<file path="src/rtl/regfile_sb.sv">
// Register file with two combinational read ports, one bypassed write port,
// a per-register pending-write scoreboard and a one-entry-per-cycle clear engine.
module regfile_sb #(
  parameter int WIDTH    = 16,
  parameter int DEPTH    = 16,
  parameter int ZERO_REG = 1,
  localparam int AW      = $clog2(DEPTH)
) (
  input  logic             clk,
  input  logic             rst,
  input  logic [AW-1:0]    SrcReg1,
  input  logic [AW-1:0]    SrcReg2,
  output logic [WIDTH-1:0] SrcData1,
  output logic [WIDTH-1:0] SrcData2,
  output logic             Src1Busy,
  output logic             Src2Busy,
  input  logic [AW-1:0]    DstReg,
  input  logic             WriteReg,
  input  logic [WIDTH-1:0] DstData,
  input  logic             Reserve,
  input  logic [AW-1:0]    ReserveReg,
  input  logic             ClearReq,
  output logic             Busy
);

  localparam logic ZR = (ZERO_REG != 0);

  typedef enum logic {IDLE, CLEAR} state_t;

  state_t          state_reg, state_next;
  logic [AW-1:0]   idx_reg, idx_next;
  logic [WIDTH-1:0] rf_q [DEPTH];
  logic [DEPTH-1:0] pend_q;

  logic idle;
  logic issue;
  logic wr_ok;
  logic res_ok;
  logic byp_ok;

  assign idle   = (state_reg == IDLE);
  // A clear request in IDLE swallows any write/reserve presented alongside it.
  assign issue  = idle & !ClearReq;
  assign wr_ok  = WriteReg & issue & !(ZR && (DstReg == '0));
  assign res_ok = Reserve & issue & !(ZR && (ReserveReg == '0));
  assign byp_ok = WriteReg & idle & !(ZR && (DstReg == '0));

  always_ff @(posedge clk or posedge rst) begin
    if (rst) begin
      state_reg <= IDLE;
      idx_reg   <= '0;
    end else begin
      state_reg <= state_next;
      idx_reg   <= idx_next;
    end
  end

  always_comb begin
    state_next = state_reg;
    idx_next   = idx_reg;
    Busy       = 1'b0;
    case (state_reg)
      IDLE: begin
        if (ClearReq) begin
          state_next = CLEAR;
          idx_next   = '0;
        end
      end
      CLEAR: begin
        Busy     = 1'b1;
        idx_next = idx_reg + AW'(1);
        if (idx_reg == AW'(DEPTH - 1)) state_next = IDLE;
      end
      default: state_next = IDLE;
    endcase
  end

  genvar gi;
  generate
    for (gi = 0; gi < DEPTH; gi++) begin : g_entry
      logic [WIDTH-1:0] entry_reg;
      logic             pend_reg;
      logic             wr_hit;
      logic             res_hit;
      logic             clr_hit;

      assign wr_hit  = wr_ok & (DstReg == AW'(gi));
      assign res_hit = res_ok & (ReserveReg == AW'(gi));
      assign clr_hit = (state_reg == CLEAR) & (idx_reg == AW'(gi));

      always_ff @(posedge clk or posedge rst) begin
        if (rst) begin
          entry_reg <= '0;
        end else if (clr_hit) begin
          entry_reg <= '0;
        end else if (wr_hit) begin
          entry_reg <= DstData;
        end
      end

      // Reserve outranks write-back: the newly issued producer supersedes the old one.
      always_ff @(posedge clk or posedge rst) begin
        if (rst) begin
          pend_reg <= 1'b0;
        end else if (idle & ClearReq) begin
          pend_reg <= 1'b0;
        end else if (res_hit) begin
          pend_reg <= 1'b1;
        end else if (wr_hit) begin
          pend_reg <= 1'b0;
        end
      end

      assign rf_q[gi]   = entry_reg;
      assign pend_q[gi] = pend_reg;
    end
  endgenerate

  logic [AW-1:0]    src_addr [2];
  logic [WIDTH-1:0] src_data [2];
  logic             src_busy [2];

  assign src_addr[0] = SrcReg1;
  assign src_addr[1] = SrcReg2;

  generate
    for (gi = 0; gi < 2; gi++) begin : g_port
      logic [WIDTH-1:0] rd_data;
      logic             match;

      assign match = (DstReg == src_addr[gi]);

      always_comb begin
        rd_data = rf_q[src_addr[gi]];
        if (ZR && (src_addr[gi] == '0)) begin
          rd_data = '0;
        end else if (byp_ok & match) begin
          rd_data = DstData;
        end
      end

      // The write-back in flight covers the hazard, so it never reports busy.
      assign src_busy[gi] = idle & pend_q[src_addr[gi]] & !(WriteReg & match);
      assign src_data[gi] = rd_data;
    end
  endgenerate

  assign SrcData1 = src_data[0];
  assign SrcData2 = src_data[1];
  assign Src1Busy = src_busy[0];
  assign Src2Busy = src_busy[1];

endmodule

</file>
<file path="config.mk">
export PLATFORM = sky130hd
export DESIGN_NAME = regfile_sb
export DESIGN_NICKNAME = d
export VERILOG_FILES = /design/src/rtl/regfile_sb.sv
export SDC_FILE = /design/constraint.sdc
export NUM_CORES = 1
export LEC_CHECK = 0
export BUFFER_PORTS_ARGS = -buffer_cell sky130_fd_sc_hd__buf_2
export CELL_PAD_IN_SITES_DETAIL_PLACEMENT = 0
export CELL_PAD_IN_SITES_GLOBAL_PLACEMENT = 1
export CORE_ASPECT_RATIO = 1.1
export CORE_MARGIN = 2
export CORE_UTILIZATION = 54
export CTS_CLUSTER_SIZE = 40
export DETAILED_ROUTE_END_ITERATION = 8
export GPL_TIMING_DRIVEN = 0
export PLACE_DENSITY_LB_ADDON = 0.12
export SYNTH_ARGS = -nofsm -noshare
export SYNTH_HDL_FRONTEND = slang
export SYNTH_SLANG_ARGS = --single-unit
</file>
<file path="constraint.sdc">
create_clock -name clk -period 26.3 [get_ports clk]
set_clock_uncertainty 0.1 [all_clocks]
set_input_delay 3.945 -clock clk [delete_from_list [all_inputs] [get_ports clk]]
set_output_delay 3.945 -clock clk [all_outputs]
set_load 0.05 [all_outputs]
</file>
# --- Word-level counts from Yosys, hierarchy flattened ---
# Index checks and enable logic that the tools add are counted.
# W data, S select, Z words.
op_classes:
  n_lt_le_gt_ge: 4
  n_mux: 100
  bitwise: 67
  n_div: 0
  add_sub_neg: 1
  shifts: 0
  eq_ne: 48
  n_reduce_logical: 42
  mul: 0
ops:
  columns: ["op", "n"]
  rows:
  - ["$mux W16", 40]
  - ["$bmux W16 S4", 2]
  - ["$eq A4 B4 Y1 const B", 24]
  - ["$and A1 B1 Y1", 64]
  - ["$mux W1", 53]
  - ["$eq A4 B3 Y1 const B", 12]
  - ["$reduce_bool A3 Y1", 16]
  - ["$reduce_bool A2 Y1", 16]
  - ["$eq A4 B2 Y1 const B", 6]
  - ["$logic_not A4 Y1", 5]
  - ["$eq A4 B1 Y1 const B", 3]
  - ["$ge A5 B5 Y1 const B", 2]
  - ["$lt A4 B5 Y1 const B", 2]
  - ["$not A4 Y5", 2]
  - ["$bmux W1 S4", 2]
  - ["$eq A4 B4 Y1", 2]
  - ["$pmux W4 S2", 1]
  - ["$logic_not A1 Y1", 5]
  - ["$add A4 B1 Y4 const B", 1]
  - ["$mux W4", 1]
  - ["$ne A2 B2 Y1 const B", 1]
  - ["$pmux W1 S2", 1]
  - ["$not A1 Y1", 1]
totals:
  out_inout_bits: 35
  input_bits: 37
  elab_cells: 296
  mem_bits_rw: 0
  ff_bits: 277
  n_memories: 0
  latchBits: 0
  mem_bits_ro: 0

# --- Depth between registers and ports, before layout ---
depth:
  depth_word: 8
  depth_mapped: 7
  mapped_depth_nobuf: 5

# --- Worst setup path before layout ---
# No wires, ideal clock.
synth_timing:
  path_type: "input-to-output"
  from: "input port SrcReg1[0]"
  to: "output port Src1Busy"
  path_stages: 5
  setup_slack_ps: 16284
  n_path_buf: 3
  t_required_ps: 22255
  arrival_time_ps: 5971
  path_cell_list: "buf_4 > buf_4 > buf_4 > mux2_2 > nor3_1"
synth_via:
  elab_chain_len: 4
  elab_cells_between_ends: 7
  classes_between: "eq/ne (1); mux (2); bitwise (3); reduce/logical (1)"
synth_lines:
  columns: ["item", "line", "text"]
  rows:
  - ["start, declared", "11", "input logic [AW-1:0] SrcReg1,"]
  - ["$bmux W1 S4 or $eq A4 B4 Y1 (tied branches)", "143, 131", null]
  - ["$mux W1 (implied by the code) or $and A1 B1 Y1 (tied branches)", "143", "assign src_busy[gi] = idle & pend_q[src_addr[gi]] & !(WriteReg & match);"]
  - ["$and A1 B1 Y1 or $logic_not A1 Y1 (tied branches)", "143", null]
  - ["$and A1 B1 Y1 (*)", "143", null]
  - ["end, declared", "15", "output logic Src1Busy,"]
# Mark *: on every way between the ends. The rest lies on a longest branch, timed or not. The select of a mux whose other input is x is not followed.

# --- Worst setup path after layout ---
layout_timing:
  from: "input port SrcReg2[1]"
  to: "output port SrcData2[9]"
layout_via:
  elab_chain_len: 6
  elab_cells_between_ends: 9
  classes_between: "eq/ne (1); mux (5); bitwise (2); reduce/logical (1)"
layout_lines:
  columns: ["item", "line", "text"]
  rows:
  - ["start, declared", "12", "input logic [AW-1:0] SrcReg2,"]
  - ["$not A4 Y5 (implied by the code)", "134", "rd_data = rf_q[src_addr[gi]];"]
  - ["$bmux W16 S4", "134", null]
  - ["$mux W16 (implied by the code) (2 in a row)", "134", null]
  - ["$mux W16", "137", "end else if (byp_ok & match) begin"]
  - ["$mux W16 (*)", "135", "if (ZR && (src_addr[gi] == '0)) begin"]
  - ["end, declared", "14", "output logic [WIDTH-1:0] SrcData2,"]
# Marks and branches as above.

==> impl_metrics.env <==
export IMPL_port_buffers=69
export IMPL_rows=64
export IMPL_routed_wirelength_um=54300
export IMPL_power_density_nw_per_um2=72.9
export IMPL_holdWs_ns=0.420
export IMPL_yosys_warnings=0
export IMPL_synth_xor_xnor_area_share=0.00454
export IMPL_hold_violations=0
export IMPL_met2_wirelength_um=25300
export IMPL_gr_usage_all_layers=0.369
export IMPL_syn2layout_area_growth_pct=11.9
export IMPL_fin_util=0.619
export IMPL_synth_net_count=1457
export IMPL_worstSkewPairLatency_ns=0.58
export IMPL_wl_per_cell_um=28.5
export IMPL_timing_critical_path_from="SrcReg2[1]"
export IMPL_register_to_register_setup_slack_ns=23.76
export IMPL_topRoutingLayerUsed="met4"
export IMPL_placeableCoreArea_um2=27900
export IMPL_global_placer_s_final_weighted_congestion=1.03
export IMPL_reg2regPathDepth=5
export IMPL_post_place_ws_ns=15.82
export IMPL_largest_reg_flops=256
export IMPL_drv_slew=0
export IMPL_placed_area_um2=16300
export IMPL_synth_compound_gate_area_share=0.188
export IMPL_netlist_cell_type_count=47
export IMPL_met1_length_um=21900
export IMPL_tritoncts_num_buffers=31
export IMPL_synth_main_ff_cell="sky130_fd_sc_hd__dfrtp_1"
export IMPL_antenna_cells=0
export IMPL_worst_pin_slew_ns=0.885
export IMPL_start_kind="primary input"
export IMPL_clock_root_buffer="sky130_fd_sc_hd__clkbuf_16"
export IMPL_syn_avg_cell_area_um2=10.9
export IMPL_period_minus_slack_ns=10.58
export IMPL_synthMuxAreaShare=0.195
export IMPL_post_synth_simple_gate_area=0.106
export IMPL_synth_seq_area_share=0.449
export IMPL_launch_point_of_the_worst_reg_to_reg_path="idx_reg[2]$_DFFE_PP0P_"
export IMPL_worst_hold_path_type="reg2reg"
export IMPL_leading_cell_type_in_the_layout_fill_and_taps_excluded="sky130_fd_sc_hd__dfrtp_1"
export IMPL_syn_inst=1416
export IMPL_layout_common_cells="277 x sky130_fd_sc_hd__dfrtp_1, 160 x sky130_fd_sc_hd__nand3_1, 146 x sky130_fd_sc_hd__o21ai_0"
export IMPL_first_pass_grt_wire_length_um=81800
export IMPL_setup_worst_path_class="in2out"
export IMPL_timing_hold_worst_start="g_entry[15].entry_reg[13]$_DFFE_PP0P_"
export IMPL_die_h_um=181
export IMPL_hpwl_after_detailed_placement_um=42000
export IMPL_crit_path_max_fanout=10
export IMPL_clkSinkCount=277
export IMPL_number_of_antenna_violations_at_the_first_check_in_global_routing=0
export IMPL_drc_violation_count_after_routing=0
export IMPL_largest_family_of_logic_cells_by_synthesized_area="multiplexers"
export IMPL_first_global_vias=13061
export IMPL_synth_area_um2=15400
export IMPL_cap_viol_max_count=0
export IMPL_irDropWorstVdd_v=0.0000701
export IMPL_largest_net_degree_at_the_start_of_global_routing=111
export IMPL_unrepaired_setup_endpoints_after_global_routing="false"
export IMPL_hold_path_end="g_entry[15].entry_reg[13]$_DFFE_PP0P_"
export IMPL_ant_nets=0
export IMPL_postSynth_asyncResetShare=1.00
export IMPL_final_period_utilization=0.402
export IMPL_layout_setup_ws_ns=15.72
export IMPL_grt_overflow_total=0
export IMPL_post_cts_hold_buffer_count=0
export IMPL_crit_path_max_delay_cell_type="sky130_fd_sc_hd__clkbuf_1"
export IMPL_route_met3_wl_um=5110
export IMPL_ratio_of_cells_with_drive_above_1_in_the_final_layout=0.182
export IMPL_nFillCells=2373
export IMPL_cts_path_max_buffers=3
export IMPL_worst_endpoint_required_ns=22.25
export IMPL_slowest_delay_ns=0.70
export IMPL_tritoncts="built"
export IMPL_dr_first_iter_drc_count=1498
export IMPL_fp_dieW_um=165
export IMPL_count_of_nets_after_finishing=1561
export IMPL_report_final_setup_viol=0
export IMPL_fraction_of_the_mapped_netlist_area_in_adder_cells=0.00324
export IMPL_postSynthRegisterBits=277
export IMPL_worst_endpoint_arrival_ns=6.54
export IMPL_critical_path_reg2reg_endpoint="g_entry[0].entry_reg[13]$_DFFE_PP0P_"
export IMPL_drt_first_pass_iters=5
export IMPL_initial_utilization=0.553
export IMPL_cp_end_kind="output pin"
export IMPL_stdcell_area_um2=17300
export IMPL_setup_total_negative_slack_ns=0
export IMPL_synth_enable_flop_cells=0
export IMPL_vias=13170
export IMPL_status="finished clean"
export IMPL_area_of_combinational_cells_with_multiple_inputs_um2=7670
export IMPL_post_cts_resize_count=0
export IMPL_i_o_pins=72
export IMPL_maximum_level_of_the_cts_h_tree=1
export IMPL_final_seq_area_um2=6930
export IMPL_static_leakage_power_nw=7.63
export IMPL_die_area_um2=30000
export IMPL_slew_limit_headroom=0.410
export IMPL_fmax_ghz=0.0945
export IMPL_path_clk_slew_ns=0.06
export IMPL_crit_path_cell_trace="buf_2 > buf_4 > clkbuf_1 > clkbuf_1 > nand3_1 > a31oi_1 > buf_2"
export IMPL_cts_post_setup_buffers_inserted=0
export IMPL_via_per_inst=6.91
export IMPL_hold_path_cell_count=1
==> power breakdown <==
group / leakage, nW / switching [W] / internal [W]
logic: 3.30 / 0.000194 / 0.000108
registers: 3.83 / 0.0000471 / 0.000481
clock network: 0.488 / 0.000182 / 0.000248
total: 7.63 / 0.000424 / 0.000836
==> layout make-up <==
| type | count | area share |
|---|---|---|
| multi-input cells | 968 | 0.444 |
| flip-flops and latches | 277 | 0.401 |
| clock buffers | 48 | 0.0532 |
| plain buffers | 149 | 0.0439 |
| well taps | 363 | 0.0263 |
| repair buffers | 71 | 0.0232 |
| inverters | 22 | 0.00521 |
| clock inverters | 7 | 0.00369 |
==> logic make-up (layout without fill, tap and decap cells) <==
group / Yosys count / after routing
AO/OA/AOI/OAI: 427 / 427
AND/OR/NAND/NOR: 319 / 319
flip-flops: 277 / 277
multiplexers: 210 / 210
buffers and inverters: 171 / 297
XOR/XNOR: 8 / 8
adder cells (fa/ha/maj): 4 / 4
==> stage by stage <==
step	std cells	power (W)
CTS	1905	0.00125
finish	1905	0.00126
global route	1905	0.00131
global placement	1848	0.000816
detailed placement	1850	0.000827
floorplan	1416	0.000730
==> cells in the mapped netlist, drive strengths merged, types with 6 or more instances <==
cell type	number	area [um^2]
mux2i	133	1330
nor2	23	86.3
nand4	7	43.8
buf	73	473
a211oi	32	240
clkbuf	76	287
nor2b	27	169
o31ai	33	248
a31oi	34	249
a22o	96	841
dfrtp	277	6930
nand3	160	801
xnor2	8	70.1
o21ai	146	731
o22ai	64	400
a22oi	11	82.6
mux4	72	1620
inv	22	82.6
and3	6	37.5
nand2	68	255
==> worst max path at each step <==
stage,depth (start not counted),endpoint
2_1_floorplan,1,g_entry[0].entry_reg[0]$_DFFE_PP0P_
3_3_place_gp,2,g_entry[15].entry_reg[6]$_DFFE_PP0P_
3_5_place_dp,7,SrcData2[9]
4_1_cts,7,SrcData2[9]
5_1_grt,7,SrcData2[9]
6_report,7,SrcData2[9]
==> per-layer routing <==
layer	vias to the layer above	GRT usage
met4	0	0.128
met5	-	0
met3	124	0.0786
met2	677	0.574
met1	6736	0.515
li1	5633	-
==> worst max-delay path: cells and delay by family <==
| family | cells | cell delay (ns) |
|---|---|---|
| buffers and inverters | 5 | 1.94 |
| AO/OA/AOI/OAI | 1 | 0.41 |
| AND/OR/NAND/NOR | 1 | 0.24 |
Power figures use the tool's default switching activity.
